File: src/rtl/sw_fifo_player.sv
// Key-driven record/playback FIFO: key 0 pushes the switch byte, key 1 pops onto the hex display.
// Define KEY_DEBOUNCE_EN to insert a per-key level filter after the synchronizers.
module sw_fifo_player #(
    parameter int DEPTH           = 8,
    parameter int DATA_W          = 8,
    parameter int DEBOUNCE_CYCLES = 4
) (
    input  logic       clk100_i,
    input  logic       rst_i,
    input  logic [9:0] sw_i,
    input  logic [1:0] key_i,
    output logic [9:0] ledr_o,
    output logic [6:0] hex0_o,
    output logic [6:0] hex1_o
);
    localparam int AW = (DEPTH > 1) ? $clog2(DEPTH) : 1;
    localparam int CW = AW + 1;

    logic [1:0]        sync1_q, sync2_q, lvl, lvl_hist_q, armed_q, press_q;
    logic [1:0]        settle_q;
    logic [DATA_W-1:0] data_q;
    logic              clr_q;
    logic              unused_sw8;

    assign unused_sw8 = sw_i[8];

    // A key only becomes armed once its synchronized level has been seen released
    // after reset, so a key held down across reset release never counts as a press.
    always_ff @(posedge clk100_i) begin
        if (rst_i) begin
            sync1_q    <= 2'b11;
            sync2_q    <= 2'b11;
            lvl_hist_q <= 2'b11;
            armed_q    <= 2'b00;
            press_q    <= 2'b00;
            settle_q   <= 2'b00;
            data_q     <= '0;
            clr_q      <= 1'b0;
        end else begin
            sync1_q    <= key_i;
            sync2_q    <= sync1_q;
            lvl_hist_q <= lvl;
            settle_q   <= {settle_q[0], 1'b1};
            armed_q    <= armed_q | ({2{settle_q[1]}} & sync2_q & lvl);
            press_q    <= armed_q & lvl_hist_q & ~lvl;
            data_q     <= sw_i[DATA_W-1:0];
            clr_q      <= sw_i[9];
        end
    end

`ifdef KEY_DEBOUNCE_EN
    localparam int DW = $clog2(DEBOUNCE_CYCLES + 1);
    logic [DW-1:0] db_cnt_q [2];
    logic [1:0]    filt_q;

    always_ff @(posedge clk100_i) begin
        for (int k = 0; k < 2; k++) begin
            if (rst_i) begin
                db_cnt_q[k] <= '0;
                filt_q[k]   <= 1'b1;
            end else if (sync2_q[k] != filt_q[k]) begin
                if (db_cnt_q[k] == DW'(DEBOUNCE_CYCLES - 1)) begin
                    filt_q[k]   <= sync2_q[k];
                    db_cnt_q[k] <= '0;
                end else begin
                    db_cnt_q[k] <= db_cnt_q[k] + DW'(1);
                end
            end else begin
                db_cnt_q[k] <= '0;
            end
        end
    end

    assign lvl = filt_q;
`else
    assign lvl = sync2_q;
`endif

    logic [DATA_W-1:0] mem [DEPTH];
    logic [AW-1:0]     wr_ptr_q, rd_ptr_q;
    logic [CW-1:0]     count_q;
    logic [DATA_W-1:0] disp_q;
    logic              ovf_q, udf_q;
    logic              push, pop, empty, full, push_ok, pop_ok, ovf_set, udf_set;

    assign push    = press_q[0];
    assign pop     = press_q[1];
    assign empty   = (count_q == '0);
    assign full    = (count_q == CW'(DEPTH));
    assign pop_ok  = pop & ~empty;
    // A push into a full FIFO still fits when a pop frees a slot in the same cycle.
    assign push_ok = push & (~full | pop_ok);
    assign ovf_set = push & ~push_ok;
    assign udf_set = pop & empty;

    always_ff @(posedge clk100_i) begin
        if (!rst_i && push_ok) begin
            mem[wr_ptr_q] <= data_q;
        end
    end

    always_ff @(posedge clk100_i) begin
        if (rst_i) begin
            wr_ptr_q <= '0;
            rd_ptr_q <= '0;
            count_q  <= '0;
            disp_q   <= '0;
            ovf_q    <= 1'b0;
            udf_q    <= 1'b0;
        end else begin
            if (push_ok) begin
                wr_ptr_q <= wr_ptr_q + AW'(1);
            end
            if (pop_ok) begin
                disp_q   <= mem[rd_ptr_q];
                rd_ptr_q <= rd_ptr_q + AW'(1);
            end
            count_q <= count_q + CW'(push_ok) - CW'(pop_ok);
            if (ovf_set) begin
                ovf_q <= 1'b1;
            end else if (clr_q) begin
                ovf_q <= 1'b0;
            end
            if (udf_set) begin
                udf_q <= 1'b1;
            end else if (clr_q) begin
                udf_q <= 1'b0;
            end
        end
    end

    function automatic logic [6:0] seg7(input logic [3:0] n);
        case (n)
            4'h0:    seg7 = 7'b1000000;
            4'h1:    seg7 = 7'b1111001;
            4'h2:    seg7 = 7'b0100100;
            4'h3:    seg7 = 7'b0110000;
            4'h4:    seg7 = 7'b0011001;
            4'h5:    seg7 = 7'b0010010;
            4'h6:    seg7 = 7'b0000010;
            4'h7:    seg7 = 7'b1111000;
            4'h8:    seg7 = 7'b0000000;
            4'h9:    seg7 = 7'b0010000;
            4'hA:    seg7 = 7'b0001000;
            4'hB:    seg7 = 7'b0000011;
            4'hC:    seg7 = 7'b1000110;
            4'hD:    seg7 = 7'b0100001;
            4'hE:    seg7 = 7'b0000110;
            default: seg7 = 7'b0001110;
        endcase
    endfunction

    assign hex1_o = seg7(disp_q[7:4]);
    assign hex0_o = seg7(disp_q[3:0]);
    assign ledr_o = {full, empty, ovf_q, udf_q, 2'b00, 4'(count_q)};

endmodule

File: config.mk
export PLATFORM = sky130hd
export DESIGN_NAME = sw_fifo_player
export DESIGN_NICKNAME = d
export VERILOG_FILES = /design/src/rtl/sw_fifo_player.sv
export SDC_FILE = /design/constraint.sdc
export NUM_CORES = 1
export LEC_CHECK = 0
export CORE_UTILIZATION = 55
export CTS_CLUSTER_SIZE = 12
export DETAILED_ROUTE_END_ITERATION = 6
export DONT_BUFFER_PORTS = 1
export GPL_ROUTABILITY_DRIVEN = 0
export HOLD_SLACK_MARGIN = 0.1
export PLACE_DENSITY_LB_ADDON = 0.1
export SYNTH_ARGS = -nofsm -noshare
export SYNTH_HDL_FRONTEND = slang
export SYNTH_SLANG_ARGS = --single-unit
File: constraint.sdc
create_clock -name clk100_i -period 1.95 [get_ports clk100_i]
set_input_delay 0.2925 -clock clk100_i [delete_from_list [all_inputs] [get_ports clk100_i]]
set_output_delay 0.2925 -clock clk100_i [all_outputs]
set_load 0.02 [all_outputs]
=== Yosys cells after proc, flatten, opt, wreduce, memory -nomap -nowiden ===
Memories as Yosys holds them, arrays and structs flattened. A register that Yosys moved wholly into a read port is not among the register bits.
Index checks and enable logic that the tools add are counted.

* $add $sub $neg: 4
* Multipliers: 0
* Div/mod/pow operators: 0
* Order comparisons: 0
* Equality and inequality tests: 1
* Shift-type cells: 0
* Mux-type cells: 6
* Bitwise operators: 14
* Reductions and logical operators: 5

{| class="wikitable"
|+ Operators with widths
! cell !! count
|-
| $and 2x2->2 || 4
|-
| $add 3x1->3 const B || 2
|-
| $mux 1 || 6
|-
| $add 4x1->4 || 1
|-
| $and 1x1->1 || 4
|-
| $eq 4x4->1 const B || 1
|-
| $logic_not 4->1 || 1
|-
| $reduce_bool 2->1 || 2
|-
| $sub 4x1->4 || 1
|-
| $not 1->1 || 3
|-
| $not 2->2 || 1
|-
| $or 2x2->2 || 1
|-
| $logic_and 1x1->1 || 1
|-
| $logic_not 1->1 || 1
|-
| $or 1x1->1 || 1
|}

* Flip-flop bits (word level): 33
* Latch bits: 0
* RAM bits: 64
* Memory bits (read-only): 224
* Bits of input ports: 14
* Output and inout bits: 24
* Logic and storage cells: 47
* Memories kept: 3

{| class="wikitable"
|+ Memories
! memory !! depth !! bits a word !! read ports !! clocked after Yosys merged registers in !! write ports !! RTL line !! source
|-
| (no name shown) || 16 || 7 || 1 || 0 || 0 || 133 || <nowiki>case (n)</nowiki>
|-
| (no name shown) || 16 || 7 || 1 || 0 || 0 || 133 ||
|-
| mem || 8 || 8 || 1 || 1 || 1 || 79 || <nowiki>logic [DATA_W-1:0] mem [DEPTH];</nowiki>
|}

=== Logic depth before layout (Yosys ltp) ===
Gate-level depths: netlist (run 1).

* Depth in word-level cells: 8
* Mapped depth: 10
* Gate-level depth less buffers: 10

=== Least setup slack after synthesis (run 1) ===
No wires, ideal clock.

* Path kind: flip-flop to flip-flop
* From: reg count_q[2]
* To: reg count_q[3]
* Setup time: 0.117 ns
* Arrival time: 2.126 ns
* Required time: 1.833 ns
* Setup slack: -0.293 ns
* Cell stages (with the launch flop): 11
* Buffers on the path: 0
* Clock period less this slack: 2.243 ns
* Cell sequence: dfxtp_1 > inv_1 > ha_1 > or3b_4 > nand2_2 > or2_2 > ha_1 > a21o_1 > a21oi_1 > xnor2_1 > nor2_1

* Longest elaborated chain between the ends: 7
* Elaborated cells on any way between the ends: 9
* Those cells by class: add/sub (2); eq/ne (1); bitwise (5); reduce/logical (1)

{| class="wikitable"
|+ Ends and longest elaborated chain
! item !! RTL line !! source
|-
| start, declared || 81 || <nowiki>logic [CW-1:0] count_q;</nowiki>
|-
| start signal, assigned || 118 || <nowiki>count_q <= count_q + CW'(push_ok) - CW'(pop_ok);</nowiki>
|-
| $logic_not 4->1 || 88 || <nowiki>assign empty = (count_q == '0);</nowiki>
|-
| $not 1->1 || 90 || <nowiki>assign pop_ok = pop & ~empty;</nowiki>
|-
| $and 1x1->1 || 90 ||
|-
| $or 1x1->1 || 92 || <nowiki>assign push_ok = push & (~full | pop_ok);</nowiki>
|-
| $and 1x1->1 || 92 ||
|-
| $add 4x1->4 || 118 ||
|-
| $sub 4x1->4 * || 118 ||
|}

Mark *: on every way between the ends. The rest lies on a longest branch, timed or not.
A chain may end at the register's enable or synchronous reset.

=== Worst setup path after layout (run 1) ===
* From: reg count_q[3]
* To: reg count_q[1]

Same word-level chain as after synthesis.

==> results.toml, run 1 <==
[layout]
layout-drive-gt1-share_pct = 29.1
area_growth_pct = 23.7
finish.utilization_pct = 70.9
layout.nets = 435
final_area_mm2 = 0.00551
finalNonFillerCells = 508
antennaDiodeCount = 0

[drt]
drc_errors = 0
drtPass1Iterations = 4
vias = 2713
drt-wirelength-per-cell_um = 15.9
ant_nets = 0
viasPerCell = 5.34
drt-initial-drc-count = 112
wl_mm = 8.06

[grt]
grt_pass1_vias = 2604
grt_antenna_before_repair = 0
grt_max_degree = 37
gr-total-overflow = 0
grt.total_usage_pct = 20.1
grt_pass1_wl_mm = 12.6

[clocking]
numCtsBuffers = 9
cts_tree = "done"
cts.hold.buffers_added = 21
htree_num_levels = 3
cts.sinks = 105
cts_root_buf = "clkbuf_8"
clk-insertion-delay-late_ps = 350
clk_pin_slew_ps = 100
cts_buffer_depth = 2

[logic_synthesis]
synth_top_cell_by_area = "edfxtp_1"
synth_cells = 343
synth_top_cell_area_share_pct = 43.2
ys.flop_type = "edfxtp_1"
ys_ff_latch = 105
synth_cell_types = 41
yosysWarnings = 0
synth-edff-count = 64
synth_area_leaders = "edfxtp_1, dfxtp_1, mux2i_1, ha_1, a22oi_1"
synth.cell_area_mm2 = 0.00445
async_flop_share_pct = 0
yosysSeqAreaShare_pct = 61.6
synth_area_per_cell_um2 = 13.0

[timing]
drv_slew = 0
setup-tns-final_ps = -1020
setup_viol = 27
finalCritPeriodShare_pct = 110
finalHoldViolCount = 7
worst_slack_ps = -189
fin_crit_ps = 2140
whs_ps = -5.24
rsz0062_at_grt = "yes"
clock_skew_ps = 9.93
fmax_mhz = 467

[setup_path]
required_ps = 2210
r2r_slack_ps = -190
crit_arrival_ps = 2400
cp-end-kind = "flip-flop"
cp-start-kind = "flip-flop"
crit_fanout = 4
critPathKind = "reg -> reg"

[worst_hold_path]
hp-class = "in -> reg"

[placed_design]
dpl.hpwl_mm = 5.22
io_buffers = 0
dp.cells = 461
postPlaceCellArea_mm2 = 0.00479

[power_and_ir_drop]
power.density_mw_per_mm2 = 664
power_leakage_nw = 1.92
ir_drop_mv = 0.483
pwr-share-seq_pct = 65.3
internal_power_mw = 2.88
power_frac_comb_pct = 2.0
swShare_pct = 21.2
clockPowerShare_pct = 32.7
p_sw_mw = 0.776

[floorplan]
start_util_pct = 57.3
die_area_mm2 = 0.00846
std_cell_rows = 32
die_h_um = 92.0
core_mm2 = 0.00777
boundaryPins = 38
die_w_um = 92.0

[flow_run]
maxCapViolations = 0

[status]
failed_checks = "hold timing, setup timing"
status = "finished with violations"
-- critical path: stages, from the launching register on --
cell     delay, ps
dfxtp_4        360
inv_2           60
ha_4           130
or3b_4         390
nand2_4         80
mux2i_1        220
ha_2           230
inv_2           40
fa_2           500
nor2_1          40
-- final timing paths --
check	cells past startpoint	endpoint	start
worst min-delay path	1	count_q[2]	rst_i
worst min register to register	2	press_q[0]	lvl_hist_q[0]
worst max-delay path	9	count_q[1]	count_q[3]
worst max register to register	9	count_q[1]	count_q[3]
-- cell usage in the layout, fill, tap and decap left out, drive strengths merged, types with 2 or more instances in the layout --
master / synthesis / layout
edfxtp: 64 / 64
mux2i: 40 / 40
clkinvlp: 0 / 4
nor2: 28 / 28
dlygate4sd3: 0 / 21
o21ai: 9 / 9
a22oi: 17 / 17
or3: 2 / 2
or2: 7 / 7
nand2: 12 / 12
ha: 19 / 19
nand3: 3 / 3
conb: 1 / 2
clkinv: 0 / 2
buf: 15 / 46
clkbuf: 6 / 9
or3b: 3 / 3
nor2b: 16 / 16
a21oi: 12 / 12
dfxtp: 41 / 41
inv: 15 / 16
xor2: 4 / 4
a22o: 2 / 2
a32o: 9 / 9
nor3: 5 / 5
-- per-stage QoR --
| stage | setup WS, ps | power (mW) |
|---|---|---|
| floorplan | -156 | 2.48 |
| global placement | -119 | 2.48 |
| detailed placement | -194 | 2.48 |
| CTS | -187 | 3.69 |
| global route | -276 | 3.81 |
| finish | -189 | 3.66 |
-- layer usage --
metal | routed length [µm] | track usage (%) | vias up
met3 | 328 | 4.06 | 6
met5 | 0 | 0 | -
met1 | 3640 | 26.4 | 1304
li1 | - | - | 1344
met4 | 91 | 7.68 | 0
met2 | 4000 | 32.8 | 59
-- registers in the layout (all words and copies together), names as in the netlist --
name	flops
rd_ptr_q	3
armed_q	2
udf_q	1
press_q	2
lvl_hist_q	2
settle_q	2
wr_ptr_q	3
ovf_q	1
lvl	2
mem	64
count_q	4
clr_q	1
sync1_q	2
disp_q	8
data_q	8
-- power groups by stage --
stage               combinational (mW)  clock, mW  sequential [mW]
finish                          0.0727       1.20             2.39
global route                    0.0808       1.33             2.39
CTS                             0.0702       1.24             2.39
detailed placement              0.0389          0             2.44
global placement                0.0378          0             2.44
floorplan                       0.0442          0             2.43
-- cell type report --
cell class / instances / area, µm²
clock inverter: 7 / 53.8
tap: 102 / 128
sequential: 105 / 2770
inverter: 15 / 72.6
timing repair buffer: 67 / 623
clock buffer: 9 / 124
fill: 536 / 2260
multi-input combinational: 203 / 1740
-- logic make-up after synthesis --
group	after synthesis	synth area share, %
flops	105	61.6
simple gates	81	9.33
compound gates	53	8.65
mux	42	9.75
buf+inv	36	3.82
fa+ha+maj	20	5.79
xor+xnor	5	0.983
other cells	1	0.0842
-- Yosys cell counts (3+ instances only) --
cell       n
nand2_1   11
nor2b_1   16
or2_2      7
a32o_1     9
nor2_1    28
ha_1      19
clkbuf_1   6
inv_1     15
nand3_1    3
o21ai_0    8
a21oi_1   11
xor2_1     4
nor3_1     5
buf_2      4
buf_4      8
mux2i_1   40
buf_1      3
a22oi_1   17
edfxtp_1  64
dfxtp_1   41
-- timing repair --
action | CTS | global route
pin swaps | 3 | 13
hold endpoints to repair | 33 | 12
resized for setup | 24 | 37
cloned | 0 | 0
setup buffers | 7 | 6
endpoints found under the setup margin | 23 | 74
Power figures use the tool's default switching activity.
==> inputs of run 2 (changes only) <==
--- a/config.mk
+++ b/config.mk
@@ -6,7 +6,6 @@
 export NUM_CORES = 1
 export LEC_CHECK = 0
 export CORE_UTILIZATION = 55
-export CTS_CLUSTER_SIZE = 12
 export DETAILED_ROUTE_END_ITERATION = 6
 export DONT_BUFFER_PORTS = 1
 export GPL_ROUTABILITY_DRIVEN = 0
==> results of run 2 <==
No change in the layout: final DEF, timing and power equal those of run 1.
==> inputs of run 3 (changes only) <==
--- a/config.mk
+++ b/config.mk
@@ -11,6 +11,7 @@
 export GPL_ROUTABILITY_DRIVEN = 0
 export HOLD_SLACK_MARGIN = 0.1
 export PLACE_DENSITY_LB_ADDON = 0.1
+export SETUP_SLACK_MARGIN = 0.3
 export SYNTH_ARGS = -nofsm -noshare
 export SYNTH_HDL_FRONTEND = slang
 export SYNTH_SLANG_ARGS = --single-unit
==> run 3 against run 2 <==
  * The run still ends with hold timing, setup timing left
  * Global-route usage increased by 1.2 points
  * Sequential share of layout area decreased by 3.0 points
  * Largest cell class unchanged
  * Cell area increased by 6.5%
  * Clock power increased by 11%
  * Core utilization increased by 4.6 points
  * Non-clock buffer count increased by 7
  * Setup slack improved by 53 ps
  * Critical endpoint unchanged
  * Sequential cell count unchanged
  * Count of clock-buffer cells in the layout increased by 2
==> results.toml, run 3 (synthesized netlist as in run 1, its figures left out) <==
[status]
status = "finished with violations"
failed_checks = "hold timing, setup timing"

[timing]
rsz0062_at_grt = "yes"
fmax_mhz = 479
finalHoldViolCount = 11
drv_slew = 0
finalCritPeriodShare_pct = 107
setup_viol = 33
worst_slack_ps = -136
setup-tns-final_ps = -675
clock_skew_ps = 11.5
fin_crit_ps = 2090
whs_ps = -17.8

[grt]
grt_max_degree = 37
gr-total-overflow = 0
grt.total_usage_pct = 21.3
grt_pass1_wl_mm = 13.6
grt_antenna_before_repair = 0
grt_pass1_vias = 2708

[clocking]
cts_buffer_depth = 2
cts.sinks = 105
cts_tree = "done"
clk-insertion-delay-late_ps = 360
clk_pin_slew_ps = 100
numCtsBuffers = 9
cts_root_buf = "clkbuf_8"
htree_num_levels = 3
cts.hold.buffers_added = 21

[setup_path]
crit_arrival_ps = 2390
cp-end-kind = "flip-flop"
critPathKind = "reg -> reg"
crit_fanout = 3
cp-start-kind = "flip-flop"
required_ps = 2260

[layout]
layout_commonest_cell = "edfxtp_1"
layout-drive-gt1-share_pct = 37.0
regMostFlops = "mem"
area_growth_pct = 31.6
layout.nets = 442
final_cell_mix = "edfxtp_1, mux2i_1, dfxtp_1"
finalNonFillerCells = 515
largest_reg_flops = 64
reg_top3 = "mem (64), data_q (8), disp_q (8)"
antennaDiodeCount = 0

[drt]
wl_mm = 8.37
drt-initial-drc-count = 148
viasPerCell = 5.36
vias = 2761
ant_nets = 0
drt-wirelength-per-cell_um = 16.3
drc_errors = 0
drtPass1Iterations = 5

[floorplan]
std_cell_rows = 32
start_util_pct = 57.3
die_w_um = 92.0
boundaryPins = 38
die_h_um = 92.0
core_mm2 = 0.00777
die_area_mm2 = 0.00846

[power_and_ir_drop]
ir_drop_mv = 0.566
power.density_mw_per_mm2 = 646
power_leakage_nw = 2.05

[flow_run]
maxCapViolations = 0

[placed_design]
dpl.hpwl_mm = 5.28
dp.cells = 455
io_buffers = 0

[worst_hold_path]
hp-class = "in -> reg"
[run 3: cell count changes in the layout (fill, tap and decap cells not counted), sizes merged]
cell	delta
clkbuf	+2
bufinv	+1
buf	+7
clkinv	-1
inv	-2
[run 3: final timing paths]
kind                               startpoint          to  slack [ps]  cells after the start
worst min register to register  lvl_hist_q[0]  press_q[0]         420                      2
worst max register to register     count_q[2]  count_q[1]        -140                      9
worst max-delay path               count_q[2]  count_q[1]        -140                      9
worst min-delay path                    rst_i  count_q[2]         -20                      1
[run 3: what timing repair did]
action | CTS | global route
hold endpoints to repair | 33 | 12
pin swaps | 15 | 18
setup buffers | 16 | 7
endpoints found under the setup margin | 93 | 96
resized for setup | 93 | 20
[run 3: per-stage QoR]
stage	power (mW)	instance area, µm²	utilization (%)	setup WS (ps)
final	3.79	5860	75.5	-136
after global routing	3.92	5860	75.5	-237
after CTS	3.81	5690	73.2	-144
after detailed placement	2.48	4810	61.9	-137
after global placement	2.48	4810	61.9	-105
after floorplan	2.48	4510	-	-156
[run 3: layout make-up]
class | instances | area, µm²
flip-flops and latches | 105 | 2770
fillers | 488 | 1910
multi-input cells | 203 | 1920
clock buffers | 11 | 131
well taps | 102 | 128
repair buffers | 74 | 759
clock inverters | 5 | 65.1
inverters | 15 | 83.8
[run 3: worst max-delay path, cell delays in order, from the launching register on]
cell	delay, ps
dfxtp_4	360
inv_4	60
ha_1	150
or3b_4	410
o21ai_4	200
mux2i_1	100
ha_2	200
inv_2	50
fa_2	420
nor2_1	80
[run 3: layer usage]
metal	vias up	GRT usage [%]	part of all wire, %
met5	-	0	0
met2	60	34.8	49
met1	1330	29.0	45
met3	9	3.73	4.5
met4	0	6.64	1.3
li1	1362	-	-
[run 3: power by group]
group / switching, mW / leakage [nW] / total [mW] / internal (mW)
clock network: 0.722 / 0.0917 / 1.33 / 0.606
logic: 0.0267 / 1.03 / 0.0737 / 0.0471
registers: 0.0253 / 0.926 / 2.39 / 2.36
